## config.mk

```make
export PLATFORM = sky130hd
export DESIGN_NAME = recovery_rx_framer
export DESIGN_NICKNAME = d
export VERILOG_FILES = /design/src/rtl/recovery_rx_framer.sv
export SDC_FILE = /design/constraint.sdc
export NUM_CORES = 1
export LEC_CHECK = 0
export ABC_AREA = 0
export BUFFER_PORTS_ARGS = -buffer_cell sky130_fd_sc_hd__buf_2
export CELL_PAD_IN_SITES_DETAIL_PLACEMENT = 1
export CELL_PAD_IN_SITES_GLOBAL_PLACEMENT = 1
export CORE_MARGIN = 2
export CORE_UTILIZATION = 37
export CTS_CLUSTER_SIZE = 10
export DETAILED_ROUTE_END_ITERATION = 12
export GPL_TIMING_DRIVEN = 1
export HOLD_SLACK_MARGIN = 0.15
export PLACE_DENSITY = 0.85
export SYNTH_ARGS = -nofsm -noshare
export SYNTH_HDL_FRONTEND = slang
export SYNTH_SLANG_ARGS = --single-unit
```

## constraint.sdc

```tcl
create_clock -name clk_i -period 2.1 [get_ports clk_i]
set_clock_uncertainty 0.05 [all_clocks]
set_input_delay 0.315 -clock clk_i [delete_from_list [all_inputs] [get_ports clk_i]]
set_output_delay 0.315 -clock clk_i [all_outputs]
set_load 0.03 [all_outputs]
```

## src/rtl/recovery_rx_framer.sv

```systemverilog
// recovery_rx_framer: parses I3C recovery write frames (cmd, 16-bit LE length, payload, PEC) and streams the payload.
// Define RECOVERY_RX_PEC_CHECK_EN to drive the external CRC-8 engine and check the received PEC byte.
module recovery_rx_framer #(
  parameter int MaxLen = 256
) (
  input  logic        clk_i,
  input  logic        rst_i,
  input  logic        frame_start_i,
  input  logic        frame_stop_i,
  input  logic [6:0]  addr_i,
  input  logic        rx_valid_i,
  output logic        rx_ready_o,
  input  logic [7:0]  rx_data_i,
  output logic        data_valid_o,
  input  logic        data_ready_i,
  output logic [7:0]  data_o,
  output logic        hdr_valid_o,
  output logic [7:0]  cmd_o,
  output logic [15:0] len_o,
  output logic        done_o,
  output logic        pec_err_o,
  output logic        len_err_o,
  output logic        pec_valid_o,
  output logic        pec_init_o,
  output logic [7:0]  pec_dat_o,
  input  logic [8-1:0] pec_crc_i,
  output logic [3:0]  state_o
);

  // Handshake: a byte moves on any cycle where valid and ready are both high; the
  // source holds data stable while valid is high and ready is low. Payload bytes
  // pass straight through, so upstream ready follows downstream ready in DATA.

  typedef enum logic [3:0] {
    S_IDLE      = 4'd0,
    S_ADDR      = 4'd1,
    S_CMD       = 4'd2,
    S_LEN_L     = 4'd3,
    S_LEN_H     = 4'd4,
    S_DATA      = 4'd5,
    S_PEC       = 4'd6,
    S_WAIT_STOP = 4'd7,
    S_DRAIN     = 4'd8
  } state_e;

  localparam logic [16:0] MaxLenW = 17'(MaxLen);

  state_e      state_q, state_d;
  logic [7:0]  cmd_q;
  logic [15:0] len_q;
  logic [15:0] rem_q;
  logic        hdr_q;
  logic        done_q;
  logic        len_err_q;

  logic        rx_ready;
  logic        acc;
  logic        in_frame;
  logic        short_state;
  logic        stop_hit;
  logic        len_over;
  logic [15:0] len_full;

  assign len_full = {rx_data_i, len_q[7:0]};
  assign len_over = {1'b0, len_full} > MaxLenW;

  always_comb begin
    in_frame    = 1'b0;
    short_state = 1'b0;
    rx_ready    = 1'b0;
    case (state_q)
      S_CMD, S_LEN_L, S_LEN_H, S_PEC: begin
        in_frame    = 1'b1;
        short_state = 1'b1;
        rx_ready    = 1'b1;
      end
      S_DATA: begin
        in_frame    = 1'b1;
        short_state = 1'b1;
        rx_ready    = data_ready_i;
      end
      S_WAIT_STOP, S_DRAIN: begin
        in_frame = 1'b1;
        rx_ready = 1'b1;
      end
      default: ;
    endcase
    if (frame_stop_i) rx_ready = 1'b0;
  end

  assign acc      = rx_valid_i && rx_ready;
  // A simultaneous start overrides the stop, so the old frame never reports done.
  assign stop_hit = frame_stop_i && in_frame && !frame_start_i;

  always_comb begin
    state_d = state_q;
    if (frame_start_i) begin
      state_d = S_ADDR;
    end else if (stop_hit) begin
      state_d = S_IDLE;
    end else begin
      case (state_q)
        S_ADDR:  state_d = S_CMD;
        S_CMD:   if (acc) state_d = S_LEN_L;
        S_LEN_L: if (acc) state_d = S_LEN_H;
        S_LEN_H: begin
          if (acc) begin
            if (len_over)               state_d = S_DRAIN;
            else if (len_full == 16'd0) state_d = S_PEC;
            else                        state_d = S_DATA;
          end
        end
        S_DATA:  if (acc && rem_q == 16'd1) state_d = S_PEC;
        S_PEC:   if (acc) state_d = S_WAIT_STOP;
        default: ;
      endcase
    end
  end

  always_ff @(posedge clk_i) begin
    if (rst_i) begin
      state_q   <= S_IDLE;
      cmd_q     <= 8'h00;
      len_q     <= 16'h0000;
      rem_q     <= 16'h0000;
      hdr_q     <= 1'b0;
      done_q    <= 1'b0;
      len_err_q <= 1'b0;
    end else begin
      state_q <= state_d;
      hdr_q   <= 1'b0;
      done_q  <= stop_hit;
      if (frame_start_i) begin
        cmd_q     <= 8'h00;
        len_q     <= 16'h0000;
        len_err_q <= 1'b0;
      end else begin
        if (stop_hit && short_state) len_err_q <= 1'b1;
        if (acc) begin
          case (state_q)
            S_CMD:   cmd_q <= rx_data_i;
            S_LEN_L: len_q[7:0] <= rx_data_i;
            S_LEN_H: begin
              len_q[15:8] <= rx_data_i;
              rem_q       <= len_full;
              hdr_q       <= 1'b1;
              if (len_over) len_err_q <= 1'b1;
            end
            S_DATA:      rem_q <= rem_q - 16'd1;
            S_WAIT_STOP: len_err_q <= 1'b1;
            default: ;
          endcase
        end
      end
    end
  end

  assign data_valid_o = (state_q == S_DATA) && rx_valid_i && !frame_stop_i;
  assign data_o       = (state_q == S_DATA) ? rx_data_i : 8'h00;
  assign rx_ready_o   = rx_ready;
  assign hdr_valid_o  = hdr_q;
  assign cmd_o        = cmd_q;
  assign len_o        = len_q;
  assign done_o       = done_q;
  assign len_err_o    = len_err_q;
  assign state_o      = state_q;

`ifdef RECOVERY_RX_PEC_CHECK_EN
  logic [6:0] addr_q;
  logic       pec_err_q;

  always_ff @(posedge clk_i) begin
    if (rst_i) begin
      addr_q    <= 7'h00;
      pec_err_q <= 1'b0;
    end else if (frame_start_i) begin
      addr_q    <= addr_i;
      pec_err_q <= 1'b0;
    end else if (acc && state_q == S_PEC) begin
      pec_err_q <= (rx_data_i != pec_crc_i);
    end
  end

  // The CRC engine seeds itself with the write address byte, then absorbs header and payload.
  always_comb begin
    pec_valid_o = 1'b0;
    pec_init_o  = 1'b0;
    pec_dat_o   = 8'h00;
    case (state_q)
      S_ADDR: begin
        pec_valid_o = 1'b1;
        pec_init_o  = 1'b1;
        pec_dat_o   = {addr_q, 1'b0};
      end
      S_CMD, S_LEN_L, S_LEN_H, S_DATA: begin
        if (acc) begin
          pec_valid_o = 1'b1;
          pec_dat_o   = rx_data_i;
        end
      end
      default: ;
    endcase
  end

  assign pec_err_o = pec_err_q;
`else
  logic unused_pec_inputs;
  assign unused_pec_inputs = ^{pec_crc_i, addr_i};

  assign pec_valid_o = 1'b0;
  assign pec_init_o  = 1'b0;
  assign pec_dat_o   = 8'h00;
  assign pec_err_o   = 1'b0;
`endif

endmodule

```

After elaboration in Yosys (flattened, before gate mapping)
Index checks and enable logic that the tools add are counted.
{"block": "op_classes", "add_sub_neg": 1, "multipliers": 0, "div": 0, "n_lt_le_gt_ge": 1, "n_eq_ne": 19, "n_shift": 0, "n_mux": 21, "bitwise": 2, "n_reduce_logical": 25}
{"operator": "$pmux 16 s2", "count": 1}
{"operator": "$mux 4", "count": 6}
{"operator": "$pmux 4 s6", "count": 1}
{"operator": "$ne 4x4->1 const B", "count": 5}
{"operator": "$eq 16x1->1 const B", "count": 1}
{"operator": "$eq 4x3->1 const B", "count": 4}
{"operator": "$gt 16x9->1 const B", "count": 1}
{"operator": "$logic_not 16->1", "count": 1}
{"operator": "$sub 16x1->16 const B", "count": 1}
{"operator": "$reduce_and 6->1", "count": 2}
{"operator": "$ne 2x2->1 const B", "count": 5}
{"operator": "$mux 1", "count": 9}
{"operator": "$eq 4x2->1 const B", "count": 2}
{"operator": "$mux 8", "count": 1}
{"operator": "$reduce_bool 8->1", "count": 1}
{"operator": "$logic_and 1x1->1", "count": 7}
{"operator": "$reduce_or 7->1", "count": 1}
{"operator": "$reduce_and 2->1", "count": 3}
{"operator": "$reduce_bool 6->1", "count": 1}
{"operator": "$reduce_or 3->1", "count": 2}
{"operator": "$reduce_or 6->1", "count": 1}
{"operator": "$reduce_or 5->1", "count": 1}
{"operator": "$eq 4x1->1 const B", "count": 1}
{"operator": "$eq 4x4->1 const B", "count": 1}
{"operator": "other kinds (7)", "count": 10}
{"block": "word_totals", "register_bits": 47, "latch_bits": 0, "ramBits": 0, "mem_bits_ro": 0, "input_bits": 29, "out_inout_bits": 52, "elab_cells": 78, "n_memories": 0}

Longest topological paths before layout
{"block": "depth", "depth_word": 10, "depth_mapped": 10, "ltp_nobuf": 8}

Least setup slack after synthesis
OpenSTA, ideal clock, no wires.
{"block": "synth_path", "path_type": "register to output", "startpoint": "register state_q[2] (netlist: state_o[2])", "endpoint": "output port data_valid_o", "arrival_ps": 1991, "required_ps": 1735, "setup_slack_ps": -256, "stages_incl_launch_ff": 8, "path_buffers": 4, "cell_sequence": "dfxtp_1 > buf_2 > nand2b_1 > buf_2 > or3b_1 > clkbuf_1 > buf_2 > nor2_1"}
{"block": "synth_between", "elab_chain_len": 3}
{"element": "from (decl)", "line": "48", "text": "state_e state_q, state_d;"}
{"element": "from (signal assigned)", "line": "130", "text": "state_q <= state_d;"}
{"element": "$eq 4x3->1", "line": "158", "text": "assign data_valid_o = (state_q == S_DATA) && rx_valid_i && !frame_stop_i;"}
{"element": "$logic_and 1x1->1 (2 in series)", "line": "158"}
{"element": "to (decl)", "line": "14", "text": "output logic data_valid_o,"}
No other way between the ends.

Worst setup path in the final report
{"block": "layout_path", "startpoint": "register state_q[3] (netlist: state_o[3])", "endpoint": "output port data_valid_o"}
The elaborated chain is that of the path after synthesis.

==> results.md <==
* R2R setup slack at 100 ps
* Crit path DAT at around 1700 ps
* Fin nets at 411
* Maximum buffer depth of the clock tree at 2
* Die W at 88.2 microns
* Layout overhead on the synthesized area at 21.9%
* Asr flop ratio synth at 0%
* Die height at around 90 microns
* First-pass GRT wire length at 13.0 mm
* Root Driver: clkbuf_8
* Largest net degree at the start of global routing at 28
* Avg Cell Area, Syn at 8.22 sq um
* CP max-delay cell: or3b_4
* Count leader, synth: dfxtp_1
* Post-Route Setup TNS at 0 ps
* Grt total ovfl at 0
* CP Launch Type: flop
* Hold Path Cell Cnt at 3
* Total Wirelength at 8.09 mm
* Static leakage at 1.40 nW
* #FFs+latches synth at 47
* GRT Resource Usage Total at a little over a fifth
* Wire per inst at 17.0 microns
* Crit path kind: flop to output pin
* Critical path peak fanout at 6
* Final min period at just over 2000 ps
* Initial Utilization at 38.4%
* Area leader, netlist: dfxtp_1
* Vias at 2583
* Pins Over Slew Limit at 0
* DRC viols at 0
* Status: finished clean
* Die ar. at just under 8000 sq um
* CP max stage delay at 440 ps
* DPL Wire Length at roughly 5.7 mm
* Syn Inst Count at about 320
* CTS tree: done
* HP Class: primary input to flop
* Drt first-iter violations at between 150 and 200
* PortBufs at 54
* Initial antenna violation count at 0
* Peak supply drop at 352 uV
* CP Capture Type: output pin
* Number of clock sinks at 47
* Max-cap viol count at 0
* Clock latency at the later pin of the worst-skew pair at 310 ps
* RSZ-0062 raised after global routing: no
* Routability cong. at 0.884
* Required @ worst endpoint at 1740 ps
* Layout cells sized above 1 at 32.3%
* Synth top area cells: dfxtp_1 36%, mux2i_1 9.2%, nor2_1 6.3%
* Antenna-violating nets left at 0
* Post-synth EDFFs at 0
* Netlist cell types at 57
* Yosys warning total at 0
* Crit share post-route at around 97%
* I/O pins at 81
* Post-synth top area share at between 30% and 40%
* FP Rows at 30
* Commonest cells in the netlist: 47 x dfxtp_1, 44 x nor2_1, 25 x a21oi_1
* Pre-antenna DRT Iters at 4
* F_max at 493 MHz
* Final count of negative-setup-slack endpoints at 0
* Crit path cell chain: nand2b_2 -> or3b_4 -> nor2_4 -> buf_2
* Clk pin slew, worst setup/hold paths at ~90 ps
* Fin worst setup slack at 71.6 ps
* PD cells at 512 nW/um^2
* Synth Cell Area at between 2000 and 3000 sq um
* Core box area at 6830 sq um
* Total CTS buffers at 5
* H-tree depth at 2
* Register area share after synthesis at 35.9%
* Synth Flop Type: dfxtp_1
* Number of antenna cells inserted at 0
* Number of global-route vias before repair at between 2000 and 3000
* Number of vias per cell at 5.42
* Final Hold Vio Count at 0
* Cts hold-fix bufs at 0
* Number of cells on the worst reg-to-reg path at 7
* Worst slack at placement at about 9.1 ps
==> cell type report <==
| type | instances | area [sq um] |
|---|---|---|
| Timing Repair Buffer | 78 | 453 |
| Fill cell | 864 | 3630 |
| Inverter | 7 | 26.3 |
| Clock inverter | 3 | 18.8 |
| Sequential cell | 47 | 943 |
| Clock buffer | 5 | 68.8 |
| Multi-Input combinational cell | 241 | 1570 |
| Tap cell | 96 | 120 |
==> through the flow <==
step / hold slack, ps / cell area [sq um] / instances / power (mW) / utilization (%)
4_1_cts: 261 / 3130 / 473 / 1.64 / 45.8
3_3_place_gp: 421 / 3010 / 463 / 1.08 / 44.1
6_report: 262 / 3200 / 477 / 1.64 / 46.8
3_5_place_dp: 433 / 3010 / 463 / 1.08 / 44.1
2_1_floorplan: 403 / 2680 / 329 / 1.04 / -
5_1_grt: 300 / 3200 / 477 / 1.69 / 46.8
==> where the power goes <==
part	switching (mW)	internal [mW]	leakage (nW)	total, mW
logic	0.125	0.0484	0.967	0.174
registers	0.00246	0.894	0.380	0.897
clock network	0.333	0.235	0.0483	0.569
total	0.461	1.18	1.40	1.64
==> cell usage in the layout, fill, tap and decap left out, types with 4 or more instances in the layout <==
| cell type | count |
|---|---|
| nor2_1 | 43 |
| buf_4 | 24 |
| o21ai_1 | 4 |
| dfxtp_1 | 45 |
| nand2_1 | 22 |
| mux2i_1 | 24 |
| a211oi_2 | 6 |
| conb_1 | 11 |
| o21ai_0 | 19 |
| a21oi_1 | 25 |
| nand3_1 | 9 |
| clkbuf_8 | 5 |
| buf_2 | 53 |
| inv_1 | 7 |
| nor3_1 | 12 |
| and2_2 | 8 |
==> critical path, delay by kind of cell, from the launching register on <==
kind | cells | cell delay [ps]
DFF | 1 | 360
and+or+nand+nor | 3 | 800
buffers and inverters | 1 | 200
==> flip-flops by register name, summed over array words and instances (netlist names) <==
signal and flops:
done_o 1, len_err_o 1, state_o 4, len_o 16
hdr_valid_o 1, cmd_o 8, rem_q 16
==> final timing paths <==
path / from / to
max reg2reg: state_o[1] / rem_q[11]
min reg2reg: len_o[13] / len_o[13]
min: frame_stop_i / done_o
max: state_o[3] / data_valid_o
==> metal layers <==
| metal | track usage [%] | vias to the layer above | part of all wire (%) |
|---|---|---|---|
| met2 | 35.5 | 84 | 51 |
| met5 | 0 | - | 0 |
| met4 | 5.37 | 0 | 1.4 |
| li1 | - | 1224 | - |
| met3 | 4.29 | 12 | 6.3 |
| met1 | 27.7 | 1263 | 42 |
==> cell families after synthesis <==
kind of cell | count (synthesis) | share of synthesized area, %
buffers and inverters | 42 | 8.97
adders and majority gates | 2 | 0.954
AOI/OAI and AO/OA | 75 | 18.8
and+or+nand+nor | 127 | 25.8
other | 1 | 0.143
DFF | 47 | 35.9
muxes | 24 | 9.16
xor gates and xnor gates | 1 | 0.334
==> what timing repair did <==
action,4_1_cts,5_1_grt
gates cloned,0,1
endpoints found under the setup margin,10,19
endpoints found under the hold margin,0,0
buffers inserted,2,3
gates resized for setup,3,8
pin swaps,2,1
(Power assumes the default switching activity.)
